`config.mk`:
```
export PLATFORM = sky130hd
export DESIGN_NAME = currency_ledger_flat
export DESIGN_NICKNAME = d
export VERILOG_FILES = /design/src/rtl/currency_ledger_pkg.sv /design/src/rtl/currency_ledger_if.sv /design/src/rtl/currency_ledger_adder.sv /design/src/rtl/currency_ledger.sv /design/src/flat_wrapper.sv
export SDC_FILE = /design/constraint.sdc
export NUM_CORES = 1
export LEC_CHECK = 0
export CAP_MARGIN = 10
export CORE_UTILIZATION = 40
export CTS_CLUSTER_SIZE = 20
export DETAILED_ROUTE_END_ITERATION = 10
export DONT_BUFFER_PORTS = 1
export GPL_TIMING_DRIVEN = 0
export PLACE_DENSITY = 0.53
export SETUP_SLACK_MARGIN = 0.4
export SYNTH_ARGS = -nofsm -noshare
export SYNTH_HDL_FRONTEND = slang
export SYNTH_SLANG_ARGS = --single-unit
```
`constraint.sdc`:
```
create_clock -name clk -period 9.8 [get_ports clk]
set_input_delay 0.98 -clock clk [delete_from_list [all_inputs] [get_ports clk]]
set_output_delay 0.98 -clock clk [all_outputs]
set_load 0.03 [all_outputs]
```
`src/rtl/currency_ledger_pkg.sv`:
```
// currency_ledger_pkg: shared opcodes and FSM state encoding for the bankroll ledger and game FSM.
package currency_ledger_pkg;
    localparam logic [2:0] OP_BET       = 3'd0;
    localparam logic [2:0] OP_WIN       = 3'd1;
    localparam logic [2:0] OP_BLACKJACK = 3'd2;
    localparam logic [2:0] OP_PUSH      = 3'd3;
    localparam logic [2:0] OP_LOSE      = 3'd4;
    localparam logic [2:0] OP_RELOAD    = 3'd5;

    typedef enum logic [1:0] {
        ST_IDLE  = 2'd0,
        ST_CALC  = 2'd1,
        ST_WRITE = 2'd2
    } state_e;

    function automatic logic is_settle(input logic [2:0] op);
        return op inside {OP_WIN, OP_BLACKJACK, OP_PUSH, OP_LOSE};
    endfunction
endpackage

```
`src/rtl/currency_ledger_if.sv`:
```
// currency_ledger_if: command handshake and bankroll status between game FSM and ledger.
interface currency_ledger_if #(parameter int WIDTH = 16);
    logic             cmd_valid;
    logic [2:0]       cmd_op;
    logic [WIDTH-1:0] cmd_amount;
    logic             cmd_ready;
    logic             done;
    logic             err;
    logic             sat;
    logic [WIDTH-1:0] balance;
    logic [WIDTH-1:0] escrow;
    logic             broke;

    modport master (
        output cmd_valid, cmd_op, cmd_amount,
        input  cmd_ready, done, err, sat, balance, escrow, broke
    );
    modport slave (
        input  cmd_valid, cmd_op, cmd_amount,
        output cmd_ready, done, err, sat, balance, escrow, broke
    );
endinterface

```
`src/rtl/currency_ledger_adder.sv`:
```
// ripple_adder_n: N-bit ripple-carry chain of 1-bit full-adder cells.
module ripple_adder_n #(
    parameter int N = 18
) (
    input  logic [N-1:0] A,
    input  logic [N-1:0] B,
    input  logic         cin,
    output logic [N-1:0] S,
    output logic         cout
);
    logic [N:0] c;

    assign c[0] = cin;
    for (genvar i = 0; i < N; i++) begin : g_fa
        assign S[i]   = A[i] ^ B[i] ^ c[i];
        assign c[i+1] = (A[i] & B[i]) | (c[i] & (A[i] ^ B[i]));
    end
    assign cout = c[N];
endmodule

```
`src/rtl/currency_ledger.sv`:
```
// currency_ledger: registered bankroll with bet escrow, settled through one ripple adder in a 3-state FSM.
module currency_ledger
    import currency_ledger_pkg::*;
#(
    parameter int WIDTH         = 16,
    parameter int START_BALANCE = 100
) (
    input logic               clk,
    input logic               reset,
    currency_ledger_if.slave  bus
);
    localparam int               N     = WIDTH + 2;
    localparam logic [WIDTH-1:0] START = WIDTH'(START_BALANCE);
    localparam logic [WIDTH-1:0] MAXV  = '1;

    state_e           state_q;
    logic [2:0]       op_q;
    logic [WIDTH-1:0] amt_q, bal_q, esc_q, nbal_q, nesc_q;
    logic             done_q, err_q, sat_q, nerr_q, nsat_q;
    logic [N-1:0]     add_a, add_b, sum;
    logic             add_cin, cout, credit;
    logic             nerr_d, nsat_d;
    logic [WIDTH-1:0] nbal_d, nesc_d;

    assign credit  = op_q inside {OP_WIN, OP_BLACKJACK, OP_PUSH};
    assign add_a   = {2'b00, bal_q};
    assign add_cin = op_q == OP_BET;
    // BET subtracts via A + ~B + 1; cout=1 then means balance >= amount
    assign add_b   = op_q == OP_BET       ? ~{2'b00, amt_q} :
                     op_q == OP_WIN       ? {1'b0, esc_q, 1'b0} :
                     op_q == OP_BLACKJACK ? {1'b0, esc_q, 1'b0} + {3'b000, esc_q[WIDTH-1:1]} :
                     op_q == OP_PUSH      ? {2'b00, esc_q} : '0;

    ripple_adder_n #(.N(N)) u_add (
        .A    (add_a),
        .B    (add_b),
        .cin  (add_cin),
        .S    (sum),
        .cout (cout)
    );

    always_comb begin
        nerr_d = op_q == OP_BET    ? (amt_q == '0) || !cout || (esc_q != '0) :
                 is_settle(op_q)   ? esc_q == '0 :
                 op_q != OP_RELOAD;
        nsat_d = credit && !nerr_d && (sum[N-1:WIDTH] != '0);
        nbal_d = op_q == OP_RELOAD ? START : nsat_d ? MAXV : sum[WIDTH-1:0];
        nesc_d = op_q == OP_BET ? amt_q : '0;
    end

    always_ff @(posedge clk) begin
        if (reset) begin
            state_q <= ST_IDLE;
            op_q    <= '0;
            amt_q   <= '0;
            bal_q   <= START;
            esc_q   <= '0;
            nbal_q  <= '0;
            nesc_q  <= '0;
            nerr_q  <= 1'b0;
            nsat_q  <= 1'b0;
            done_q  <= 1'b0;
            err_q   <= 1'b0;
            sat_q   <= 1'b0;
        end else begin
            done_q <= 1'b0;
            case (state_q)
                ST_IDLE: if (bus.cmd_valid) begin
                    op_q    <= bus.cmd_op;
                    amt_q   <= bus.cmd_amount;
                    state_q <= ST_CALC;
                end
                ST_CALC: begin
                    nerr_q  <= nerr_d;
                    nsat_q  <= nsat_d;
                    nbal_q  <= nbal_d;
                    nesc_q  <= nesc_d;
                    state_q <= ST_WRITE;
                end
                ST_WRITE: begin
                    done_q <= 1'b1;
                    err_q  <= nerr_q;
                    sat_q  <= nsat_q;
                    if (!nerr_q) begin
                        bal_q <= nbal_q;
                        esc_q <= nesc_q;
                    end
                    state_q <= ST_IDLE;
                end
                default: state_q <= ST_IDLE;
            endcase
        end
    end

    assign bus.cmd_ready = state_q == ST_IDLE;
    assign bus.done      = done_q;
    assign bus.err       = err_q;
    assign bus.sat       = sat_q;
    assign bus.balance   = bal_q;
    assign bus.escrow    = esc_q;
    assign bus.broke     = (bal_q == '0) && (esc_q == '0);
endmodule
```
`src/flat_wrapper.sv`:
```
// flat-port wrapper written by rule: the top's interface ports become plain ports
module currency_ledger_flat import currency_ledger_pkg::*;
#(
    parameter int WIDTH         = 16,
    parameter int START_BALANCE = 100
)
  (clk, reset, bus_cmd_valid, bus_cmd_op, bus_cmd_amount, bus_cmd_ready, bus_done, bus_err, bus_sat, bus_balance, bus_escrow, bus_broke);
  currency_ledger_if #(.WIDTH(WIDTH)) bus_i ();
  input logic clk;
  input logic reset;
  input wire logic [$bits(bus_i.cmd_valid)-1:0] bus_cmd_valid;
  input wire logic [$bits(bus_i.cmd_op)-1:0] bus_cmd_op;
  input wire logic [$bits(bus_i.cmd_amount)-1:0] bus_cmd_amount;
  output wire logic [$bits(bus_i.cmd_ready)-1:0] bus_cmd_ready;
  output wire logic [$bits(bus_i.done)-1:0] bus_done;
  output wire logic [$bits(bus_i.err)-1:0] bus_err;
  output wire logic [$bits(bus_i.sat)-1:0] bus_sat;
  output wire logic [$bits(bus_i.balance)-1:0] bus_balance;
  output wire logic [$bits(bus_i.escrow)-1:0] bus_escrow;
  output wire logic [$bits(bus_i.broke)-1:0] bus_broke;
  assign bus_i.cmd_valid = bus_cmd_valid;
  assign bus_i.cmd_op = bus_cmd_op;
  assign bus_i.cmd_amount = bus_cmd_amount;
  assign bus_cmd_ready = bus_i.cmd_ready;
  assign bus_done = bus_i.done;
  assign bus_err = bus_i.err;
  assign bus_sat = bus_i.sat;
  assign bus_balance = bus_i.balance;
  assign bus_escrow = bus_i.escrow;
  assign bus_broke = bus_i.broke;
  currency_ledger #(.WIDTH(WIDTH), .START_BALANCE(START_BALANCE)) u_core (.clk(clk), .reset(reset), .bus(bus_i));
endmodule
```
==> metrics <==
R2R cell count=30; routed len/inst=19.40 µm; NumNets Final=737; synth warn=0; drt initial violations=359; #FFs+latches synth=90; clk_lat worst skew=350 ps; # fillers=1344; Worst Path Max Fanout=10; WHS Path Cells=2; Commonest cells post-synth=150 x nand2_1, 101 x a21oi_1, 90 x dfxtp_1, 38 x clkbuf_1, 37 x nor2_1; Post-synth ARST share=0; cell taking the most area after synthesis=dfxtp_1; Critical Path AT=9320 ps; r2r endpoint=u_core.nbal_q[14]; grt total ovfl=0; post-route setup TNS=0 ps; kind of critical path=flip-flop to flip-flop; max frequency=109.8 MHz; Mapped Cells=670; number of max-cap violations=0; CP peak stage delay=430 ps; VDD IR max=0.1107 mV; sequential share of the synthesized area=0.3458; top-count cell post-synth=nand2_1; antenna cells=0; DIE HEIGHT=116.1 µm; Die ar.=0.01349 mm²; routability cong.=0.9070; CTS buffer count=9; Metal-1 WL=7798 µm; routed wire length on met2=7375 µm; main flop type after synthesis=dfxtp_1; Core Area=0.01267 mm²; pin count of the biggest net entering global routing=15; largest cells by area after synthesis=dfxtp_1 35%, nand2_1 11%, a21oi_1 9.7%; flop-to-flop setup slack=690 ps; ratio of cells with drive above 1 in the final layout=0.05968; Area growth, synth to finish=11.26%; max-slew violations=0; post-synth cell types=64; ANT nets after route=0; clock root buffer=clkbuf_16; Worst-Margin Slew=800.6 ps; min Tclk post-route=9106 ps; Crit. End Element=flip-flop; vias in the first global route=4746; Clock transition at path regs=70 ps; Worst Skew=10.21 ps; Hold EP=u_core.nbal_q[1]; Post-synth EDFFs=0; Leakage=0.002070 µW; placed insts=842; share of the synthesized area in the top cell type=0.3458; num rows=41; Final Power=913.1 µW; Finished Layout Cells=859; iteration count of the initial detailed-routing pass=4; CP max-delay cell=fa_1; Initial Util=0.4112; WL met3=968 µm; Max-slew headroom=0.4593; clock sink count=90; status=completed; first-pass GRT wire length=26350 µm; Vias/cell=5.752; CTS max path bufs=2; RSZ-0062 raised after global routing=no; # port buffers=0; hold_sp=u_core.nbal_q[1]; Final setup viols=0; placed instance area=0.005425 mm²; cell area after layout=0.005797 mm²; Sequential Area=0.001804 mm²; antenna violations before repair=0; Avg Inst Size Synth=7.776 µm²; Global Route Usage Sum=0.2637; Cell Pwr Density=157.5 mW/mm²; Die W=116.1 µm; mapped cell area=0.005210 mm²; DRT Wirelength=16670 µm; IO Pins=59; Critical Path RT=10010 ps; post-route DRC violation count=0; CTS tree=done; Min-Delay Path Class=flip-flop to flip-flop; Setup crit start kind=flip-flop; Mapped Nets=725; Top cell by count, worst path=fa_1; fin crit share=0.9292; H-Tree Depth=3; DP HPWL=12630 µm; r2r startpoint=u_core.op_q[1]; final hold violations=0; routed via count=4941; multi-input logic area=0.003152 mm²; uppermost routed layer=met4
## kinds of logic after synthesis
| group | count (synthesis) | share of synthesized area |
|---|---|---|
| adder cells (fa/ha/maj) | 33 | 0.1037 |
| AO/OA/AOI/OAI | 191 | 0.2320 |
| AND/OR/NAND/NOR | 268 | 0.2303 |
| buffers and inverters | 71 | 0.05379 |
| XOR/XNOR | 4 | 0.006726 |
| multiplexers | 13 | 0.02762 |
| flip-flops | 90 | 0.3458 |
## how the worst max path moves through the flow
stage / startpoint / endpoint
floorplan: u_core.op_q[1] / u_core.nbal_q[10]
global placement: u_core.op_q[1] / u_core.nbal_q[4]
detailed placement: u_core.op_q[1] / u_core.nbal_q[8]
CTS: u_core.op_q[1] / u_core.nbal_q[4]
global route: u_core.op_q[1] / u_core.nbal_q[10]
finish: u_core.op_q[1] / u_core.nbal_q[14]
## sequential cells by signal (all words and copies together) (netlist names)
| name | flops |
|---|---|
| u_core.amt_q | 16 |
| u_core.bus.balance | 16 |
| u_core.bus.done | 1 |
| u_core.bus.err | 1 |
| u_core.bus.escrow | 16 |
| u_core.bus.sat | 1 |
| u_core.nbal_q | 16 |
| u_core.nerr_q | 1 |
| u_core.nesc_q | 16 |
| u_core.nsat_q | 1 |
| u_core.op_q | 3 |
| u_core.state_q | 2 |
## cells in the final DEF, fill, tap and decap left out, types with 3 or more instances in the layout
| cell | n |
|---|---|
| a21o_1 | 20 |
| a21oi_1 | 100 |
| clkbuf_16 | 9 |
| o31ai_1 | 3 |
| buf_1 | 4 |
| inv_1 | 22 |
| a31oi_1 | 6 |
| a211oi_1 | 11 |
| nor3_1 | 6 |
| buf_2 | 3 |
| nand3_1 | 25 |
| dfxtp_1 | 88 |
| a221oi_1 | 4 |
| o21ai_0 | 10 |
| nor2_1 | 36 |
| nand2b_1 | 7 |
| ha_1 | 16 |
| clkbuf_1 | 36 |
| o211ai_1 | 5 |
| nand4_1 | 6 |
| nor4_1 | 12 |
| mux2i_1 | 11 |
| buf_4 | 4 |
| nand2_1 | 150 |
| fa_1 | 17 |
| a211o_1 | 7 |
## cell type report
class / count / area share
Buffer: 48 / 0.03648
Timing Repair Buffer: 1 / 0.001295
Multi-Input combinational cell: 509 / 0.5437
Tap cell: 172 / 0.03712
Clock inverter: 5 / 0.01338
Sequential cell: 90 / 0.3112
Clock buffer: 11 / 0.04187
Inverter: 23 / 0.01489
## critical path: cells and delay by family, from the launching register on
kind,cells,cell delay (ps)
AOI/OAI and AO/OA,3,290
adders and majority gates,18,6730
and+or+nand+nor,4,690
DFF,1,370
buffers and inverters,5,880
## where the power goes
part	internal, µW	switching (µW)	leakage, µW
Sequential	380	15.0	0.000732
Clock	230	151	0.000156
Combinational	50.3	87.5	0.00118
Total	660	253	0.00207
## through the flow
stage	hold WS, ps	util	setup WS [ps]
2_1_floorplan	432.1	-	1020
3_3_place_gp	438.7	0.4282	-146.4
3_5_place_dp	446.5	0.4282	-215.0
4_1_cts	454.9	0.4551	456.6
5_1_grt	465.6	0.4575	389.8
6_report	451.5	0.4575	694.1
## timing repair
action | 4_1_cts | 5_1_grt
endpoints found under the setup margin | 17 | 15
gates resized for setup | 7 | 12
setup buffers | 0 | 1
pin swaps | 0 | 1
hold buffers | 0 | 0
## per-layer routing
layer,global-route usage,vias up
met1,0.3621,2366
met3,0.04878,28
li1,-,2384
met4,0.1111,0
met5,0,-
met2,0.4067,163
No activity file was read; power rests on OpenSTA's default activity.
